==> src/rtl/weight_read_sequencer_pkg.sv <==
// Shared definitions for the neuron-level blocks: sequencer state encoding and
// the default activation/weight and weight-memory address widths.
package weight_read_sequencer_pkg;

    localparam int DATA_WIDTH_DEF = 16;
    localparam int ADDR_WIDTH_DEF = 10;

    typedef enum logic [1:0] {
        ST_IDLE  = 2'd0,
        ST_RUN   = 2'd1,
        ST_DRAIN = 2'd2,
        ST_DONE  = 2'd3
    } seq_state_e;

endpackage

==> src/rtl/weight_read_sequencer_align_pipe.sv <==
// Single-stage register for a valid/data/first/last beat, used to line data up
// with a memory that returns its read one cycle after the request.
module weight_read_sequencer_align_pipe #(
    parameter int WIDTH = 16
) (
    input  logic             clk,
    input  logic             rst_n,
    input  logic             in_valid,
    input  logic [WIDTH-1:0] in_data,
    input  logic             in_first,
    input  logic             in_last,
    output logic             out_valid,
    output logic [WIDTH-1:0] out_data,
    output logic             out_first,
    output logic             out_last
);

    logic             valid_q, valid_d;
    logic [WIDTH-1:0] data_q, data_d;
    logic             first_q, first_d;
    logic             last_q, last_d;

    // NOTE: the data register only loads on a valid beat, so the output holds
    // its last value through bubbles; the markers are qualified by valid.
    always_comb begin
        valid_d = in_valid;
        first_d = in_valid & in_first;
        last_d  = in_valid & in_last;
        data_d  = in_valid ? in_data : data_q;
    end

    // NOTE: sequential state is updated with non-blocking assignments only.
    always_ff @(posedge clk or negedge rst_n) begin
        if (!rst_n) begin
            valid_q <= 1'b0;
            data_q  <= '0;
            first_q <= 1'b0;
            last_q  <= 1'b0;
        end else begin
            valid_q <= valid_d;
            data_q  <= data_d;
            first_q <= first_d;
            last_q  <= last_d;
        end
    end

    assign out_valid = valid_q;
    assign out_data  = data_q;
    assign out_first = first_q;
    assign out_last  = last_q;

endmodule

==> src/rtl/weight_read_sequencer.sv <==
// Per-neuron weight read sequencer: accepts one activation per cycle, reads the
// matching weight and presents the aligned (activation, weight) pair to the MAC.
module weight_read_sequencer
    import weight_read_sequencer_pkg::*;
#(
    parameter int numWeight    = 784,
    parameter int addressWidth = ADDR_WIDTH_DEF,
    parameter int dataWidth    = DATA_WIDTH_DEF
) (
    input  logic                    clk,
    input  logic                    rst_n,
    input  logic                    start,
    input  logic                    in_valid,
    input  logic [dataWidth-1:0]    in_data,
    output logic                    in_ready,
    output logic                    ren,
    output logic [addressWidth:0]   raddr,
    input  logic [dataWidth-1:0]    wout,
    output logic                    mac_valid,
    output logic [dataWidth-1:0]    mac_x,
    output logic [dataWidth-1:0]    mac_w,
    output logic                    mac_first,
    output logic                    mac_last,
    output logic                    busy,
    output logic                    done
);

    localparam int CW = addressWidth + 1;
    localparam logic [CW-1:0] LAST_IDX = CW'(numWeight - 1);

    generate
        if (numWeight < 1 || numWeight > (1 << addressWidth)) begin : g_bad_num_weight
            $error("weight_read_sequencer: numWeight must be in 1..2**addressWidth");
        end
    endgenerate

    seq_state_e     state_q, state_d;
    logic [CW-1:0]  cnt_q, cnt_d;

    logic           accept;
    logic           v_d;
    logic           first_d;
    logic           last_d;

    // NOTE: every signal written here gets a default first, so no latch is inferred.
    always_comb begin
        state_d  = state_q;
        cnt_d    = cnt_q;
        in_ready = 1'b0;
        busy     = 1'b0;
        done     = 1'b0;
        ren      = 1'b0;
        accept   = 1'b0;
        v_d      = 1'b0;
        first_d  = 1'b0;
        last_d   = 1'b0;

        case (state_q)
            ST_IDLE: begin
                if (start) begin
                    state_d = ST_RUN;
                    cnt_d   = '0;
                end
            end
            ST_RUN: begin
                in_ready = 1'b1;
                busy     = 1'b1;
                accept   = in_valid;
                if (accept) begin
                    ren     = 1'b1;
                    v_d     = 1'b1;
                    first_d = (cnt_q == '0);
                    last_d  = (cnt_q == LAST_IDX);
                    // The counter stops on the last index rather than wrapping.
                    if (last_d) begin
                        state_d = ST_DRAIN;
                    end else begin
                        cnt_d = cnt_q + 1'b1;
                    end
                end
            end
            ST_DRAIN: begin
                busy    = 1'b1;
                state_d = ST_DONE;
            end
            ST_DONE: begin
                busy    = 1'b1;
                done    = 1'b1;
                state_d = ST_IDLE;
            end
            default: begin
                state_d = ST_IDLE;
            end
        endcase
    end

    always_ff @(posedge clk or negedge rst_n) begin
        if (!rst_n) begin
            state_q <= ST_IDLE;
            cnt_q   <= '0;
        end else begin
            state_q <= state_d;
            cnt_q   <= cnt_d;
        end
    end

    assign raddr = cnt_q;

    // The activation is delayed by the memory read latency so it meets wout.
    weight_read_sequencer_align_pipe #(
        .WIDTH (dataWidth)
    ) u_align_pipe (
        .clk       (clk),
        .rst_n     (rst_n),
        .in_valid  (v_d),
        .in_data   (in_data),
        .in_first  (first_d),
        .in_last   (last_d),
        .out_valid (mac_valid),
        .out_data  (mac_x),
        .out_first (mac_first),
        .out_last  (mac_last)
    );

    assign mac_w = wout;

endmodule
==> config.mk <==
export PLATFORM = sky130hd
export DESIGN_NAME = weight_read_sequencer
export DESIGN_NICKNAME = d
export VERILOG_FILES = /design/src/rtl/weight_read_sequencer_pkg.sv /design/src/rtl/weight_read_sequencer_align_pipe.sv /design/src/rtl/weight_read_sequencer.sv
export SDC_FILE = /design/constraint.sdc
export NUM_CORES = 1
export LEC_CHECK = 0
export CORE_MARGIN = 1.5
export CORE_UTILIZATION = 43
export CTS_BUF_LIST = sky130_fd_sc_hd__clkbuf_4 sky130_fd_sc_hd__clkbuf_8 sky130_fd_sc_hd__clkbuf_16
export DETAILED_ROUTE_END_ITERATION = 6
export PLACE_DENSITY = 0.94
export SYNTH_ARGS = -nofsm -noshare
export SYNTH_HDL_FRONTEND = slang
export SYNTH_SLANG_ARGS = --single-unit
==> constraint.sdc <==
create_clock -name clk -period 3.1 [get_ports clk]
set_input_delay 0.465 -clock clk [delete_from_list [all_inputs] [get_ports clk]]
set_output_delay 0.465 -clock clk [all_outputs]
set_load 0.03 [all_outputs]
After elaboration in Yosys (flattened, before gate mapping)
Cells that the tools add are included.
Cells by class
  reductions and logical operators: 6
  equality and inequality tests: 8
  $add $sub $neg: 1
  multiplexer cells: 17
  bitwise gates (word level): 2
Operators by type and width (count)
  11-bit 2-to-1 mux: 3
  11-bit case mux with 2 select lines: 1
  11-bit by 1-bit adder with 11-bit output (second input constant): 1
  11-bit by 10-bit equality test with 1-bit output (second input constant): 1
  11-bit logical NOT: 1
  1-bit 2-to-1 mux: 9
  2-bit inequality test (second input constant): 4
  2-bit case mux with 4 select lines: 1
  2-bit 2-to-1 mux: 3
  2-bit equality test (second input constant): 2
  4-bit AND reduction: 1
  3-bit AND reduction: 1
  3-bit OR reduction: 1
  1-bit bitwise AND: 2
  2-bit by 1-bit equality test with 1-bit output (second input constant): 1
  2-bit logical NOT: 1
  2-bit nonzero test: 1
Word-level totals
  output and inout bits: 50
  input port bits: 36
  flip-flop bits (word level): 32
  logic and storage cells: 40

Longest topological paths before layout
Gate-level depths: netlist of the first run.
  depth after elaboration: 4
  depth in mapped cells: 7
  gate-level depth less buffers: 6

Modules after synthesis
A second synthesis of the first run with hierarchy kept.
Second synthesis, totals
  cells, all modules: 156
  area total of the unflattened synthesis: 1774.2 um^2
By module, submodules not included
  weight_read_sequencer: cells an instance 117, times used 1, sequential area each 325.3 um^2, area an instance 1042.2 um^2
  weight_read_sequencer_align_pipe: cells an instance 39, times used 1, sequential area each 475.5 um^2, area an instance 732.0 um^2

Worst setup path before layout of the first run
OpenSTA, ideal clock, no wires.
  kind: reg2reg
  start: register state_q[1]
  end: register u_align_pipe.data_q[10], in the netlist u_align_pipe.out_data[10]
  setup time: 0.125 ns
  clock period less this slack: 2.230 ns
  stages on the path, launching flop included: 6
  required time: 2.975 ns
  setup slack: 0.870 ns
  buffers on the path: 1
  arrival: 2.105 ns
  path through: dfrtp_1 > inv_1 > ha_1 > and2_1 > buf_1 > mux2_2
On the way
  longest elaborated chain between the ends: 2
Ends and longest elaborated chain
  from (decl): line weight_read_sequencer.sv:37  | seq_state_e state_q, state_d;
  from (signal assigned): line weight_read_sequencer.sv:102  | state_q <= state_d;
  2-bit by 1-bit equality test with 1-bit output
  1-bit 2-to-1 mux
  net ren: line weight_read_sequencer.sv:16  | output logic ren,
  to (signal assigned): line weight_read_sequencer_align_pipe.sv:41  | data_q <= data_d;
  to (decl): line weight_read_sequencer_align_pipe.sv:19  | logic [WIDTH-1:0] data_q, data_d;
The timed path passes the listed nets, and every way through them passes these cells.
A chain may end at the register's enable or synchronous reset.

Worst setup path in the final report of the first run
  start: register state_q[1]
  end: output port in_ready
On the way
  longest elaborated chain between the ends: 2
Ends and longest elaborated chain
  2-bit by 1-bit equality test with 1-bit output: line weight_read_sequencer.sv:58  | case (state_q)
  1-bit 2-to-1 mux: line weight_read_sequencer.sv:58
  to (decl): line weight_read_sequencer.sv:15  | output logic in_ready,
No other way between the ends.

==> metrics, run 1 <==
outcome=completed; IO Port Bufs=53; post-synth top area cell=dfrtp_1; final worst path period share=76.5%; CP startpoint=state_q[1]; share of post-route cells with drive strength above 1=16.6%; routability cong.=0.864; antenna-violating nets left=0; worst slew pin tran=0.541 ns; wirelength, routed=3750 µm; fillers=329; Netlist cell types=41; # hold bufs at CTS=0; crit end category=output port; GRT overflow=0; overall global routing resource usage=18.5%; initial antenna violation count=0; Yosys reg bits=32; Final Max Tran Viols=0; register area share after synthesis=46.7%; Setup crit start kind=flop; Die Wd=66.1 µm; Area growth syn-to-layout=33.3%; setup TNS=0 ns; NumNets Final=235; Slowest-stage cell, CP=clkdlybuf4s50_1; Seq pwr share=29.8%; Post-Syn Instances=150; HP Class=reg -> reg; Util after Layout=61.0%; switching pwr=0.993 mW; synth warn=0; worst-case clock buffer depth=2; area of the multi-input gates=728 µm²; root buf cell=clkbuf_8; Finish-stage setup viols=0; DRT Pass-1 Iters=4; worst skew pair latency=0.28 ns; post-synth top area share=46.7%; dpl cells=233; worst r2r src=raddr[6]; CTS Buf Count=5; Reg area=801 µm²; worst-path fanout max=17; P per Cell Area=1050 nW/µm²; CP cell instances=inv_1 > ha_1 > buf_4 > clkdlybuf4s50_1; dpl hpwl=2750 µm; post-DR wirelength/cell=15.6 µm; Vert. Die Dim=66.1 µm; critical path data required time=2.63 ns; Vias=1310; first-pass GRT wire length=6080 µm; arrival time worst endpoint=1.91 ns; clock share of power=16.8%; num ports=86; Max stage delay on crit path=0.69 ns; maximum clock frequency=422 MHz; Clk pin slew, worst setup/hold paths=0.07 ns; Fin. Hold Viols=0; num rows=22; total core area=3740 µm²; synthesized area=1710 µm²; Setup Skew=0.00421 ns; diode count=0; Leak=0.998 nW; peak supply drop=0.000555 V; Initial Util=45.8%; Top delay family on crit path=buffers and inverters; pin count of the biggest net entering global routing=33; Final Critical Period=2.37 ns; Syn Nets=193; TritonCTS Sinks=32; Resize count post-CTS=0; post-route insts no fill=241; htree depth=2; CTS tree=yes; Design Power=2.39 mW; CP Class=reg -> out; Comb power frac=53.4%; DRC marker count from the first detailed-route iteration=37; drt via density=5.44; Max-Cap Viols=0; Cell Int Power=1.39 mW; Sw Ratio=41.6%; Post-CTS Setup Bufs=0; vias in the first global route=1299; RSZ-0062 raised after global routing=false; drt drc=0; Area contributors post-synth=dfrtp_1 (47%), mux2_2 (11%), buf_4 (7.0%), ha_1 (5.1%), inv_1 (1.8%); die area=4370 µm²; Buf/Inv on CP=3; min-delay src=u_align_pipe.out_data[1]; Rel. slew slack=63.6%; Avg Inst Size Synth=11.4 µm²
[power groups by stage]
stage | registers, mW | clock network [mW] | logic [mW]
2_1_floorplan | 0.994 | 0 | 0.555
3_3_place_gp | 0.709 | 0 | 1.25
3_5_place_dp | 0.718 | 0 | 1.28
4_1_cts | 0.711 | 0.409 | 1.28
5_1_grt | 0.733 | 0.427 | 1.36
6_report | 0.710 | 0.401 | 1.27
[layout make-up]
cell class / instances / share of cell area, %
clock buffer: 6 / 3.34
inverter: 8 / 1.32
timing repair buffer: 56 / 24.2
multi-input combinational: 89 / 31.9
clock inverter: 2 / 1.53
tap: 48 / 2.63
sequential: 32 / 35.1
[sequential cells by signal (all words and copies together) (netlist names)]
signal / cells
u_align_pipe.out_valid: 1
state_q: 2
u_align_pipe.out_data: 16
u_align_pipe.out_last: 1
raddr: 11
u_align_pipe.out_first: 1
[layer usage]
layer	global-route usage [%]	wire length, µm
met1	21.4	1480
met2	32.1	1930
met3	6.30	296
met4	5.61	45
met5	0	0
[cell families (layout without fill, tap and decap cells)]
logic type	after synthesis	in the layout	share of synthesized area, %
simple gates	40	40	13.7
flops	32	32	46.7
buf+inv	29	72	10.7
compound gates	23	23	11.4
mux	19	19	12.3
fa+ha+maj	7	7	5.11
[cells in the final DEF (no fill, tap or decap), types with 2 or more instances in the layout]
cell type,count
clkdlybuf4s50_1,53
dfrtp_1,32
mux2_2,17
inv_1,8
nand2_1,8
ha_1,7
nand3_1,5
clkbuf_8,5
nor3_1,4
o21ai_0,4
and2_1,3
and3_1,3
buf_4,3
nor4_1,2
a21o_1,2
nand4_1,2
a211o_1,2
o41ai_1,2
a22o_1,2
mux2i_1,2
a221o_1,2
o211ai_1,2
nor2_1,2
and3b_1,2
[synthesized netlist by cell type]
cell / instances
and3b_1: 2
inv_1: 8
o41ai_4: 1
o211ai_1: 2
a21boi_0: 1
o21ai_0: 4
nand2b_1: 1
and4_1: 1
mux2_2: 17
a211o_1: 2
nor4_1: 2
o32a_1: 1
or3_1: 1
nand3_1: 5
dfrtp_1: 32
nor4b_1: 1
nor2_2: 1
nand2_1: 8
a21o_1: 2
o31ai_1: 1
buf_4: 16
a21oi_1: 1
a22o_1: 2
or2b_1: 1
clkbuf_1: 1
nor2_1: 2
mux2i_1: 2
buf_1: 2
o22ai_1: 1
and2_1: 3
nand4b_1: 1
o2bb2ai_1: 1
o41ai_1: 2
and3_1: 3
nand4_1: 2
ha_1: 7
a221o_1: 2
buf_6: 2
nor3_1: 4
or3_2: 1
or4_4: 1
[stage by stage]
step	instance area, µm²	worst slack (ns)	hold slack, ns
finish	2280	0.728	0.506
floorplan	1710	0.870	0.169
global placement	2170	0.657	0.488
detailed placement	2170	0.635	0.496
CTS	2280	0.735	0.511
global route	2280	0.654	0.516
[worst paths after layout]
| kind | cells after the start | to | slack [ns] |
|---|---|---|---|
| max in group asynchronous | 2 | u_align_pipe.out_data[13] | 2.23 |
| hold reg to reg | 1 | u_align_pipe.out_data[1] | 0.51 |
| min in group asynchronous | 2 | state_q[0] | 0.57 |
| setup / recovery | 4 | in_ready | 0.73 |
| hold / removal | 1 | u_align_pipe.out_data[1] | 0.51 |
| setup reg to reg | 4 | raddr[1] | 0.81 |
Note: power is estimated with default switching activity, not from simulation.
==> run 2, diff against run 1 <==
CORE_UTILIZATION = 36   (was 43)
PLACE_DENSITY = 0.85   (was 0.94)
clock period = 1.9 ns   (was 3.1 ns; I/O delays follow)
==> metrics, run 2 (synthesized netlist as in run 1, its figures left out) <==
outcome=finished, violations left; failing checks=setup timing; htree depth=2; dpl cell area=2320 µm²; worst slew pin tran=0.434 ns; Cell Int Power=2.48 mW; arrival time worst endpoint=2.10 ns; Final Critical Period=1.93 ns; IO Port Bufs=53; Fin. Hold Viols=0; P per Cell Area=1670 nW/µm²; antenna-violating nets left=0; post-DR wirelength/cell=15.9 µm; wirelength, routed=4210 µm; Design Power=4.21 mW; CP cell instances=or4_4 > buf_4 > nor4_4 > a21boi_2 > o32a_1; Final WS setup=-0.0318 ns; worst-case clock buffer depth=2; CTS Buf Count=5; share of post-route cells with drive strength above 1=31.5%; worst skew pair latency=0.28 ns; Die Wd=72.0 µm; Vert. Die Dim=72.0 µm; peak supply drop=0.000804 V; num rows=24; Leak=1.14 nW; commonest non-fill, non-tap cell in the layout=clkdlybuf4s50_1; num ports=86; Max stage delay on crit path=0.56 ns; GRT overflow=0; Slowest-stage cell, CP=or4_4; TritonCTS Sinks=32; Setup WS pre-CTS=-0.193 ns; root buf cell=clkbuf_8; switching pwr=1.73 mW; worst-path fanout max=3; drt drc=0; pin count of the biggest net entering global routing=33; Rel. slew slack=71.1%; CTS tree=yes; vias in the first global route=1432; Setup Skew=0.00235 ns; RSZ-0062 raised after global routing=true; dpl hpwl=2960 µm; NumNets Final=255; final worst path period share=102%; die area=5180 µm²; Setup crit start kind=flop; max FFs per register=16; final instance area=2530 µm²; initial antenna violation count=0; Sw Ratio=41.1%; crit end category=flop; Area growth syn-to-layout=47.5%; commonest cells after routing, fill and taps aside=clkdlybuf4s50_1 (48), dfrtp_1 (29), buf_4 (22), mux2_2 (16); Buf/Inv on CP=1; DRT Pass-1 Iters=4; DRC marker count from the first detailed-route iteration=68; Top delay family on crit path=simple AND/OR/NAND/NOR gates; Initial Util=38.3%; total core area=4470 µm²; overall global routing resource usage=17.0%; HP Class=in -> async; drt via density=5.17; Final Max Tran Viols=0; diode count=0; Clk pin slew, worst setup/hold paths=0.07 ns; CP Class=reg -> reg; Max-Cap Viols=0; Finish-stage setup viols=2; Comb power frac=57.6%; critical path data required time=2.07 ns; Vias=1371; maximum clock frequency=518 MHz; clock share of power=15.7%; routability cong.=0.895; first-pass GRT wire length=6850 µm; Seq pwr share=26.7%
run 2: per-stage QoR:
stage	hold slack (ns)	cells	TNS, ns	utilization (%)
floorplan	-0.0106	150	-1.55	-
global placement	0.487	256	-0.480	51.9
detailed placement	0.494	256	-0.787	51.9
CTS	0.414	264	-0.0707	54.8
global route	0.446	265	-0.397	56.5
finish	0.403	265	-0.0513	56.5
run 2: what timing repair did:
item                                    4_1_cts  5_1_grt
gates resized for setup                       9       12
pin swaps                                     2        4
setup buffers                                 0        1
endpoints found under the setup margin       16       11
hold buffers                                  0        0
run 2: area by class of cell:
cell class | instances | area (µm²)
clock buffer | 6 | 76.3
clock inverter | 2 | 35.0
fill | 387 | 1950
inverter | 8 | 30.0
multi-input combinational | 89 | 808
sequential | 32 | 805
tap | 52 | 65.1
timing repair buffer | 76 | 707
run 2: worst paths after layout:
path,from,to,slack [ns],cells past startpoint
min reg2reg,u_align_pipe.out_data[8],u_align_pipe.out_data[8],0.51,1
max reg2reg,raddr[5],state_q[0],-0.03,5
max,raddr[5],state_q[0],-0.03,5
max in group asynchronous,rst_n,raddr[5],1.17,2
min in group clk,u_align_pipe.out_data[8],u_align_pipe.out_data[8],0.51,1
min,rst_n,u_align_pipe.out_data[6],0.40,2
run 2: routing by layer:
layer | track usage, % | wire, µm | vias to the layer above
met1 | 21.9 | 1860 | 675
met2 | 28.6 | 2110 | 48
met5 | 0 | 0 | -
li1 | - | - | 646
met3 | 4.03 | 228 | 2
met4 | 4.61 | 14 | 0
run 2: power by group through the flow:
stage / Combinational (mW) / Clock [mW] / Sequential, mW
2_1_floorplan: 0.913 / 0 / 1.63
3_5_place_dp: 2.34 / 0 / 1.12
6_report: 2.43 / 0.664 / 1.12
4_1_cts: 2.35 / 0.687 / 1.11
3_3_place_gp: 2.32 / 0 / 1.10
5_1_grt: 2.58 / 0.722 / 1.16
run 2: worst reg2reg max path, stage by stage (launching register included):
cell and delay [ns]:
dfrtp_2 0.40, or4_4 0.56, buf_4 0.17, nor4_4 0.31
a21boi_2 0.10, o32a_1 0.29
==> run 3, diff against run 2 <==
RECOVER_POWER = 25   (was default)
==> metrics, run 3 (synthesized netlist as in run 1, its figures left out) <==
Finish-stage setup viols=2; total core area=4470 µm²; die area=5180 µm²; commonest non-fill, non-tap cell in the layout=clkdlybuf4s50_1; Setup WS pre-CTS=-0.193 ns; IO Port Bufs=53; share of post-route cells with drive strength above 1=31.5%; Clk pin slew, worst setup/hold paths=0.07 ns; HP Class=reg -> reg; commonest cells after routing, fill and taps aside=clkdlybuf4s50_1 (47), dfrtp_1 (29), buf_4 (21), mux2_2 (16); Slowest-stage cell, CP=or4_4; Final Critical Period=1.93 ns; num ports=86; worst skew pair latency=0.28 ns; P per Cell Area=1670 nW/µm²; CTS Buf Count=5; Area growth syn-to-layout=47.3%; Final WS setup=-0.0318 ns; worst-case clock buffer depth=2; initial antenna violation count=0; Rel. slew slack=44.4%; overall global routing resource usage=17.0%; wirelength, routed=4210 µm; DRT Pass-1 Iters=4; Initial Util=38.3%; num rows=24; worst slew pin tran=0.835 ns; first-pass GRT wire length=6850 µm; Final Max Tran Viols=0; htree depth=2; outcome=finished, violations left; # hold bufs at CTS=0; vias in the first global route=1432; peak supply drop=0.000804 V; Die Wd=72.0 µm; final hold slack=0.506 ns; GRT overflow=0; DRC marker count from the first detailed-route iteration=68; CP cell instances=or4_4 > buf_4 > nor4_4 > a21boi_2 > o32a_1; max FFs per register=16; Util after Layout=56.4%; Buf/Inv on CP=1; Max stage delay on crit path=0.56 ns; Vert. Die Dim=72.0 µm; post-route insts no fill=265; final worst path period share=102%; Setup crit start kind=flop; Vias=1371; critical path data required time=2.07 ns; setup TNS=-0.0513 ns; worst-path fanout max=3; root buf cell=clkbuf_8; drt drc=0; Fin. Hold Viols=0; arrival time worst endpoint=2.10 ns; post-DR wirelength/cell=15.9 µm; CTS tree=yes; crit end category=flop; routability cong.=0.895; dpl hpwl=2960 µm; pin count of the biggest net entering global routing=33; diode count=0; maximum clock frequency=518 MHz; dpl cells=256; Leak=1.14 nW; NumNets Final=255; CP Class=reg -> reg; Max-Cap Viols=0; failing checks=setup timing; drt via density=5.17; RSZ-0062 raised after global routing=true; Setup Skew=0.00235 ns; TritonCTS Sinks=32; Top delay family on crit path=simple AND/OR/NAND/NOR gates; antenna-violating nets left=0
-- run 3: layout make-up --
class	instances	area [µm²]
Sequential cell	32	805
Clock inverter	2	35.0
Tap cell	52	65.1
Multi-Input combinational cell	89	808
Clock buffer	6	76.3
Timing Repair Buffer	76	704
Inverter	8	30.0
Fill cell	386	1950
-- run 3: final timing paths --
path	depth (start not counted)	slack, ns	to	startpoint
max	5	-0.03	state_q[0]	raddr[5]
min	1	0.51	u_align_pipe.out_data[8]	u_align_pipe.out_data[8]
max reg2reg	5	-0.03	state_q[0]	raddr[5]
min reg2reg	1	0.51	u_align_pipe.out_data[8]	u_align_pipe.out_data[8]
max in group asynchronous	2	0.70	raddr[5]	rst_n
min in group asynchronous	2	0.63	u_align_pipe.out_data[6]	rst_n
-- run 3: stage by stage --
step | total power [mW] | cell area, µm²
3_3_place_gp | 3.42 | 2320
5_1_grt | 4.46 | 2520
2_1_floorplan | 2.54 | 1720
3_5_place_dp | 3.46 | 2320
6_report | 4.21 | 2520
4_1_cts | 4.16 | 2450
-- run 3: worst register-to-register path, cell delays in order, from the launching register on --
cell	delay [ns]
dfrtp_2	0.40
or4_4	0.56
buf_4	0.17
nor4_4	0.31
a21boi_2	0.10
o32a_1	0.29
-- run 3: timing repair --
action | 4_1_cts | 5_1_grt
pin swaps | 2 | 4
cloned | 0 | 0
setup endpoints to repair | 16 | 11
setup buffers | 0 | 1
gates resized for setup | 9 | 12
-- run 3: routing by layer --
layer  global-route usage (%)  vias to the layer above  share of wire [%]
li1                         -                      646                  -
met1                     21.9                      675                 44
met2                     28.6                       48                 50
met3                     4.03                        2                5.4
met4                     4.61                        0               0.33
met5                        0                        -                  0
-- run 3: where the power goes --
part / leakage [nW] / total [mW] / internal [mW] / switching, mW
Combinational: 0.677 / 2.43 / 1.12 / 1.30
Sequential: 0.400 / 1.12 / 0.954 / 0.169
Clock: 0.0586 / 0.664 / 0.403 / 0.260
